[src/rtl/multibyte_add_sequencer_pkg.sv]
// Shared constants and state encoding for the byte-serial add/subtract controllers.
package multibyte_add_sequencer_pkg;
  localparam int BYTE_W = 8;

  typedef enum logic [1:0] {
    IDLE = 2'd0,
    RUN  = 2'd1,
    DONE = 2'd2
  } state_e;
endpackage

[src/rtl/eight_bitfull_adder.sv]
// Combinational 8-bit ripple-carry adder slice shared by the byte-serial sequencers.
module eight_bitfull_adder
  import multibyte_add_sequencer_pkg::*;
(
  input  logic [BYTE_W-1:0] a_i,
  input  logic [BYTE_W-1:0] b_i,
  input  logic              cin_i,
  output logic [BYTE_W-1:0] s_o,
  output logic              cout_o
);
  logic c;

  always_comb begin
    c   = cin_i;
    s_o = '0;
    for (int i = 0; i < BYTE_W; i++) begin
      s_o[i] = a_i[i] ^ b_i[i] ^ c;
      c      = (a_i[i] & b_i[i]) | (c & (a_i[i] ^ b_i[i]));
    end
    cout_o = c;
  end
endmodule

[src/rtl/multibyte_add_sequencer.sv]
// Byte-serial multi-precision add/sub: one 8-bit slice per cycle, LSB first,
// carry registered between slices; result assembled by shifting in from the top.
module multibyte_add_sequencer
  import multibyte_add_sequencer_pkg::*;
#(
  parameter int NBYTES = 4
) (
  input  logic                   clk,
  input  logic                   rst,
  input  logic                   start,
  input  logic                   sub,
  input  logic [8*NBYTES-1:0]    op_a,
  input  logic [8*NBYTES-1:0]    op_b,
  output logic                   busy,
  output logic                   done,
  output logic [8*NBYTES-1:0]    result,
  output logic                   carry_out,
  output logic                   overflow
);
  localparam int W  = BYTE_W * NBYTES;
  localparam int CW = $clog2(NBYTES);
  localparam logic [CW-1:0] CNT_LAST = CW'(NBYTES - 1);

  state_e         state_q, state_d;
  logic [CW-1:0]  cnt_q, cnt_d;
  logic [W-1:0]   sa_q, sa_d, sb_q, sb_d, res_q, res_d;
  logic           carry_q, carry_d, sub_q, sub_d;
  logic           cout_q, cout_d, ovf_q, ovf_d;

  logic [BYTE_W-1:0] add_b, add_s;
  logic              add_co;

  // Subtract is A + ~B + 1: the +1 enters as the initial carry loaded at accept.
  assign add_b = sb_q[BYTE_W-1:0] ^ {BYTE_W{sub_q}};

  eight_bitfull_adder u_add (
    .a_i    (sa_q[BYTE_W-1:0]),
    .b_i    (add_b),
    .cin_i  (carry_q),
    .s_o    (add_s),
    .cout_o (add_co)
  );

  always_ff @(posedge clk or posedge rst) begin
    if (rst) begin
      state_q <= IDLE;
      cnt_q   <= '0;
      sa_q    <= '0;
      sb_q    <= '0;
      res_q   <= '0;
      carry_q <= 1'b0;
      sub_q   <= 1'b0;
      cout_q  <= 1'b0;
      ovf_q   <= 1'b0;
    end else begin
      state_q <= state_d;
      cnt_q   <= cnt_d;
      sa_q    <= sa_d;
      sb_q    <= sb_d;
      res_q   <= res_d;
      carry_q <= carry_d;
      sub_q   <= sub_d;
      cout_q  <= cout_d;
      ovf_q   <= ovf_d;
    end
  end

  always_comb begin
    state_d = state_q;
    cnt_d   = cnt_q;
    sa_d    = sa_q;
    sb_d    = sb_q;
    res_d   = res_q;
    carry_d = carry_q;
    sub_d   = sub_q;
    cout_d  = cout_q;
    ovf_d   = ovf_q;
    unique case (state_q)
      IDLE, DONE: begin
        if (start) begin
          state_d = RUN;
          sa_d    = op_a;
          sb_d    = op_b;
          carry_d = sub;
          sub_d   = sub;
          cnt_d   = '0;
        end else begin
          state_d = IDLE;
        end
      end
      RUN: begin
        res_d   = {add_s, res_q[W-1:BYTE_W]};
        sa_d    = sa_q >> BYTE_W;
        sb_d    = sb_q >> BYTE_W;
        carry_d = add_co;
        if (cnt_q == CNT_LAST) begin
          state_d = DONE;
          cout_d  = add_co;
          ovf_d   = (sa_q[BYTE_W-1] == add_b[BYTE_W-1]) &&
                    (add_s[BYTE_W-1] != sa_q[BYTE_W-1]);
        end else begin
          cnt_d = cnt_q + 1'b1;
        end
      end
      default: state_d = IDLE;
    endcase
  end

  assign busy      = (state_q == RUN);
  assign done      = (state_q == DONE);
  assign result    = res_q;
  assign carry_out = cout_q;
  assign overflow  = ovf_q;
endmodule

[config.mk]
export PLATFORM = sky130hd
export DESIGN_NAME = multibyte_add_sequencer
export DESIGN_NICKNAME = d
export VERILOG_FILES = /design/src/rtl/multibyte_add_sequencer_pkg.sv /design/src/rtl/eight_bitfull_adder.sv /design/src/rtl/multibyte_add_sequencer.sv
export SDC_FILE = /design/constraint.sdc
export NUM_CORES = 1
export LEC_CHECK = 0
export ABC_AREA = 1
export CORE_MARGIN = 2
export CORE_UTILIZATION = 52
export DETAILED_ROUTE_END_ITERATION = 10
export PLACE_DENSITY = 0.93
export SLEW_MARGIN = 10
export SYNTH_ARGS = -nofsm -noshare
export SYNTH_HDL_FRONTEND = slang
export SYNTH_SLANG_ARGS = --single-unit
[constraint.sdc]
create_clock -name clk -period 5.6 [get_ports clk]
set_clock_uncertainty 0.2 [all_clocks]
set_input_delay 0.56 -clock clk [delete_from_list [all_inputs] [get_ports clk]]
set_output_delay 0.56 -clock clk [all_outputs]
set_load 0.005 [all_outputs]
==> Word level (Yosys, flattened, before mapping) <==
Index checks and enable logic that the tools add are counted.
{ "op_classes": {"n_lt_le_gt_ge": 0, "div_mod_pow": 0, "n_mul": 0, "reduce_logical": 8, "n_shift": 0, "add_sub_neg": 1, "n_eq_ne": 8, "n_bitwise": 41, "n_mux": 12} }
{ "op_table": {"columns": ["op", "n"], "rows": [
  ["$pmux 32 s2", 2],
  ["$mux 32", 2],
  ["$and 1x1->1", 16],
  ["$xor 1x1->1", 16],
  ["$or 1x1->1", 8],
  ["$pmux 2 s2", 2],
  ["$xor 8x8->8", 1],
  ["$mux 2", 3],
  ["$reduce_and 2->1", 3],
  ["$eq 2x2->1 const B", 2],
  ["$ne 2x2->1 const B", 2],
  ["$reduce_and 3->1", 1],
  ["$add 2x1->2 const B", 1],
  ["$eq 2x1->1 const B", 1],
  ["$logic_not 2->1", 1],
  ["$mux 1", 2],
  ["$ne 2x1->1 const B", 1],
  ["$pmux 1 s2", 1],
  ["$reduce_bool 2->1", 1],
  ["$reduce_or 2->1", 1],
  ["$eq 1x1->1", 1],
  ["$logic_and 1x1->1", 1],
  ["$ne 1x1->1", 1]
]} }
{ "word_totals": {"ramBits": 0, "ff_bits": 104, "output_inout_bits": 36, "latch_bits": 0, "memories": 0, "rom_bits": 0, "wordCells": 79, "input_bits": 68} }

==> Logic depth before layout (Yosys ltp) <==
{ "depth": {"depth_word": 19, "depth_mapped": 17, "ltp_nobuf": 16} }

==> Modules after synthesis <==
From an unflattened synthesis, not the netlist that was laid out.
{ "hier_totals": {"hier_cells": 564, "hier_area_um2": 4724.5} }
{ "by_module_without_submodules": {"columns": ["module", "cells_per_inst", "n_inst", "area_each_um2"], "rows": [
  ["multibyte_add_sequencer", 546, 1, 4526.8],
  ["eight_bitfull_adder", 18, 1, 197.7]
]} }

==> Worst setup path before layout <==
OpenSTA, ideal clock, no wires.
{ "synth_timing": {"kind": "register to register", "start": "register sub_q", "end": "register ovf_q, in the netlist overflow", "path_stages_with_launch": 18, "required_time_ns": 5.280, "setup_ns": 0.120, "path_slack_ns": 1.393, "t_arrival_ns": 3.886, "synth_period_minus_slack_ns": 4.207, "path_cell_list": "dfrtp_1 > buf_2 > xnor2_1 > fa_1 > inv_1 > fa_1 > inv_1 > fa_1 > fa_1 > fa_1 > fa_1 > fa_1 > inv_1 > fa_1 > nor2_1 > nor2_1 > nand3_1 > nand2_1"} }
{ "synth_between": {"elab_chain_cells": 19} }
{ "synth_lines": {"columns": ["item", "line", "rtl"], "rows": [
  ["from (decl)", "multibyte_add_sequencer.sv:27", "logic carry_q, carry_d, sub_q, sub_d;"],
  ["from (signal assigned)", "multibyte_add_sequencer.sv:62", "sub_q <= sub_d;"],
  ["$xor 8x8->8 (*)", "multibyte_add_sequencer.sv:34", "assign add_b = sb_q[BYTE_W-1:0] ^ {BYTE_W{sub_q}};"],
  ["$xor 1x1->1", "eight_bitfull_adder.sv:18", "c = (a_i[i] & b_i[i]) | (c & (a_i[i] ^ b_i[i]));"],
  ["$and 1x1->1", "eight_bitfull_adder.sv:18", null],
  ["$or 1x1->1", "eight_bitfull_adder.sv:18", null],
  ["$and 1x1->1", "eight_bitfull_adder.sv:18", null],
  ["$or 1x1->1", "eight_bitfull_adder.sv:18", null],
  ["$and 1x1->1", "eight_bitfull_adder.sv:18", null],
  ["$or 1x1->1", "eight_bitfull_adder.sv:18", null],
  ["(+4 left out)", null, null],
  ["$and 1x1->1", "eight_bitfull_adder.sv:18", null],
  ["$or 1x1->1", "eight_bitfull_adder.sv:18", null],
  ["$and 1x1->1", "eight_bitfull_adder.sv:18", null],
  ["$or 1x1->1", "eight_bitfull_adder.sv:18", null],
  ["$xor 1x1->1 (*)", "eight_bitfull_adder.sv:17", "s_o[i] = a_i[i] ^ b_i[i] ^ c;"],
  ["named net add_s[7]", "multibyte_add_sequencer.sv:30", "logic [BYTE_W-1:0] add_b, add_s;"],
  ["$ne 1x1->1 (*)", "multibyte_add_sequencer.sv:100", "(add_s[BYTE_W-1] != sa_q[BYTE_W-1]);"],
  ["$logic_and 1x1->1 (*)", "multibyte_add_sequencer.sv:99", "ovf_d = (sa_q[BYTE_W-1] == add_b[BYTE_W-1]) &&"],
  ["to (signal assigned)", "multibyte_add_sequencer.sv:64", "ovf_q <= ovf_d;"],
  ["to (decl)", "multibyte_add_sequencer.sv:28", "logic cout_q, cout_d, ovf_q, ovf_d;"]
]} }
The timed path passes the listed nets; every way through them passes the cells marked *.
A chain may end at the register's enable or synchronous reset.

==> Worst setup path after layout <==
Same ends and word-level chain as after synthesis.

==> metrics.md <==
| Metric | Value |
|---|---|
| Most frequent cells after synthesis | `nand2_1, dfrtp_1, inv_1` |
| Initial Util | `53.01%` |
| First-pass GRT wire length | `18960 um` |
| Worst slew pin tran | `853.7 ps` |
| Worst r2r path cells | `16` |
| Max Slew Vio Count | `0` |
| Avg Vias per Cell | `5.043` |
| Crit-path max FO | `9` |
| Avg Cell Area, Syn | `8.060 um^2` |
| Hold_buf cts | `0` |
| CP required | `5660 ps` |
| Antenna-violating nets left | `0` |
| Synth Area in Simple Gates | `31.19%` |
| Yosys warnings | `0` |
| Status | `completed` |
| FFs w/ async S/R, synth | `100.0%` |
| Most frequent cell after synthesis | `nand2_1` |
| DR iter-0 viols | `265` |
| Clock latency at the later pin of the worst-skew pair | `380 ps` |
| Core Area | `0.009639 mm^2` |
| H-tree Lvls | `3` |
| Setup violators final | `0` |
| Gr usage total | `a little under a quarter` |
| Multiplexer share of the synthesized area | `0%` |
| Drt total wl | `about 11000 um` |
| XOR/XNOR share of the synthesized area | `1.371%` |
| Rows | `36` |
| Period minus WS final | `4557 ps` |
| Pwr Density | `584.8 mW/mm^2` |
| FF-to-FF Start | `sub_q` |
| Relative slew slack | `between 40% and 50%` |
| CTS sink count | `104` |
| Max-cap violations | `0` |
| #FFs+latches synth | `104` |
| Worst vdd ir | `0.2922 mV` |
| Hold Path Class | `reg2reg` |
| Compound-cell area share of the yosys netlist | `2.547%` |
| Critical path type | `reg2reg` |
| Layout cell share with drive strength beyond 1 | `4.028%` |
| Hold depth | `2` |
| Placer Congestion | `between 0.8 and 0.9` |
| Crit path launch type | `register` |
| DPL Wire Length | `7610 um` |
| IO buf count | `103` |
| Die area | `0.01064 mm^2` |
| Final period util | `81.38%` |
| Largest net degree at the start of global routing | `91` |
| Worst hold endpoint | `sb_q[14]` |
| Sequential area share after synthesis | `between 50% and 60%` |
| Min-delay src | `sb_q[14]` |
| Initial antenna violation count | `0` |
| Post-synth net total | `712` |
| TritonRoute pass-1 iters | `5` |
| R2r setup slk | `1040 ps` |
| Multi-input gate area | `0.001982 mm^2` |
| CTS Buf Count | `9` |
| Main synth FF type | `dfrtp_1` |
| Reg area | `0.002603 mm^2` |
| RSZ-0062 raised after global routing | `false` |
| P&R area growth vs syn | `23.73%` |
| Largest family of logic cells by synthesized area | `simple AND/OR/NAND/NOR gates` |
| Worst EP arrival | `4610 ps` |
| Clock buffer depth | `2` |
| Clock Pin Slew Worst Setup and Hold Paths | `110 ps` |
| Post-synth EDFFs | `0` |
| Worst r2r dst | `overflow` |
| Fin. Hold Viols | `0` |
| Vias in the first global route | `4203` |
| Gate Count Post-Synth | `634` |
| Crit end category | `register` |
| Total grt overflow | `0` |
| Synthesized area | `0.005110 mm^2` |
| Nets | `793` |
| # Post-CTS Setup Buffers | `0` |
| Netlist cell types | `20` |
| Die height | `just over 100 um` |
| Final Non-Filler Cells | `853` |
| I/O pins | `104` |
| Pleak | `3.274 nW` |
| Per-cell routed wire length | `13.14 um` |
| Diodes inserted | `0` |
| Fmax | `approximately 220 MHz` |
| Vias | `4302` |
| Die W | `103.1 um` |
| Root buf cell | `clkbuf_8` |
| Synth top area share | `50.93%` |
| Setup tns final | `0 ps` |
| Area leader, netlist | `dfrtp_1` |
| Ranking of synthesized cells by area | `dfrtp_1, nand2_1, nand3_1, inv_1, nand3b_1` |
| Post-Place Cells | `roughly 840` |
| Drc violations | `0` |
| Synth Area in Adders | `between 3 and 4%` |
| Fill count | `roughly 810` |
| Cts repair resizes | `0` |
| CTS tree | `done` |
==> flip-flops by register name, summed over array words and instances, names as in the netlist <==
name / cells
result: 32
sa_q: 32
sb_q: 32
cnt_q: 2
state_q: 2
carry_out: 1
carry_q: 1
overflow: 1
sub_q: 1
==> per-stage QoR <==
step / util (%) / cell area [um^2] / power, W / setup WS [ps] / hold WS [ps]
final: 65.59 / 6322 / 0.003697 / 1043 / 283.7
after global routing: 65.59 / 6322 / 0.004063 / 852.3 / 303.5
after CTS: 65.59 / 6322 / 0.003721 / 1063 / 283.8
after detailed placement: 63.59 / 6130 / 0.003240 / 1080 / 256.4
after global placement: 63.59 / 6130 / 0.003125 / 1246 / 253.0
after floorplan: - / 5110 / 0.002690 / 1393 / 240.4
==> critical path: stages (launching register included) <==
cell and delay (ps):
dfrtp_1 610, xnor2_1 170, fa_1 390, inv_1 80, fa_1 150, inv_1 50, fa_1 390, fa_1 410
fa_1 400, fa_1 400, fa_1 360, inv_1 70, fa_1 440, nor2_1 120, nor2_1 50, nand3_1 80
nand2_1 50
==> how the worst max path moves through the flow <==
stage	startpoint	cells after the start	slack (ps)	endpoint
finish	sub_q	16	1040	overflow
global route	sub_q	16	850	overflow
CTS	sub_q	16	1060	overflow
detailed placement	sub_q	16	1080	overflow
global placement	sub_q	16	1250	overflow
floorplan	sub_q	17	1390	overflow
==> where the power goes <==
group | leakage (nW) | switching [W] | total [W] | internal, W
sequential | 1.29 | 0.000215 | 0.00133 | 0.00112
clock | 0.101 | 0.000288 | 0.000465 | 0.000177
combinational | 1.88 | 0.00110 | 0.00190 | 0.000800
==> kinds of logic after synthesis <==
family | count (synthesis)
flops | 104
xor+xnor | 8
compound gates | 26
fa+ha+maj | 10
simple gates | 365
buf+inv | 121
==> layout make-up <==
type,count,share of cell area [%]
well taps,133,2.632
inverters,84,5.027
multi-input cells,409,31.35
flip-flops and latches,104,41.16
clock inverters,7,1.088
clock buffers,9,1.959
repair buffers,107,16.78
==> layout by cell type (no fill, tap or decap), types with 2 or more instances in the layout <==
cell type	n
inv_1	80
ha_1	2
nor2_1	4
nand2_4	2
clkbuf_8	9
nand3b_1	32
clkdlybuf4s50_1	103
nand2_1	257
inv_8	3
xor2_1	2
xnor2_1	6
nand3_1	67
o21ai_0	14
dfrtp_1	104
inv_6	3
inv_2	3
nor2_2	2
fa_1	8
buf_4	4
o21ai_1	12
==> metal layers <==
| layer | vias to the layer above | global-route usage (%) | share of wire (%) |
|---|---|---|---|
| li1 | 2093 | - | - |
| met1 | 2031 | 29.13 | 42 |
| met2 | 159 | 39.76 | 51 |
| met3 | 19 | 4.000 | 5.5 |
| met4 | 0 | 5.870 | 1.4 |
| met5 | - | 0 | 0 |
Power figures use the tool's default switching activity.
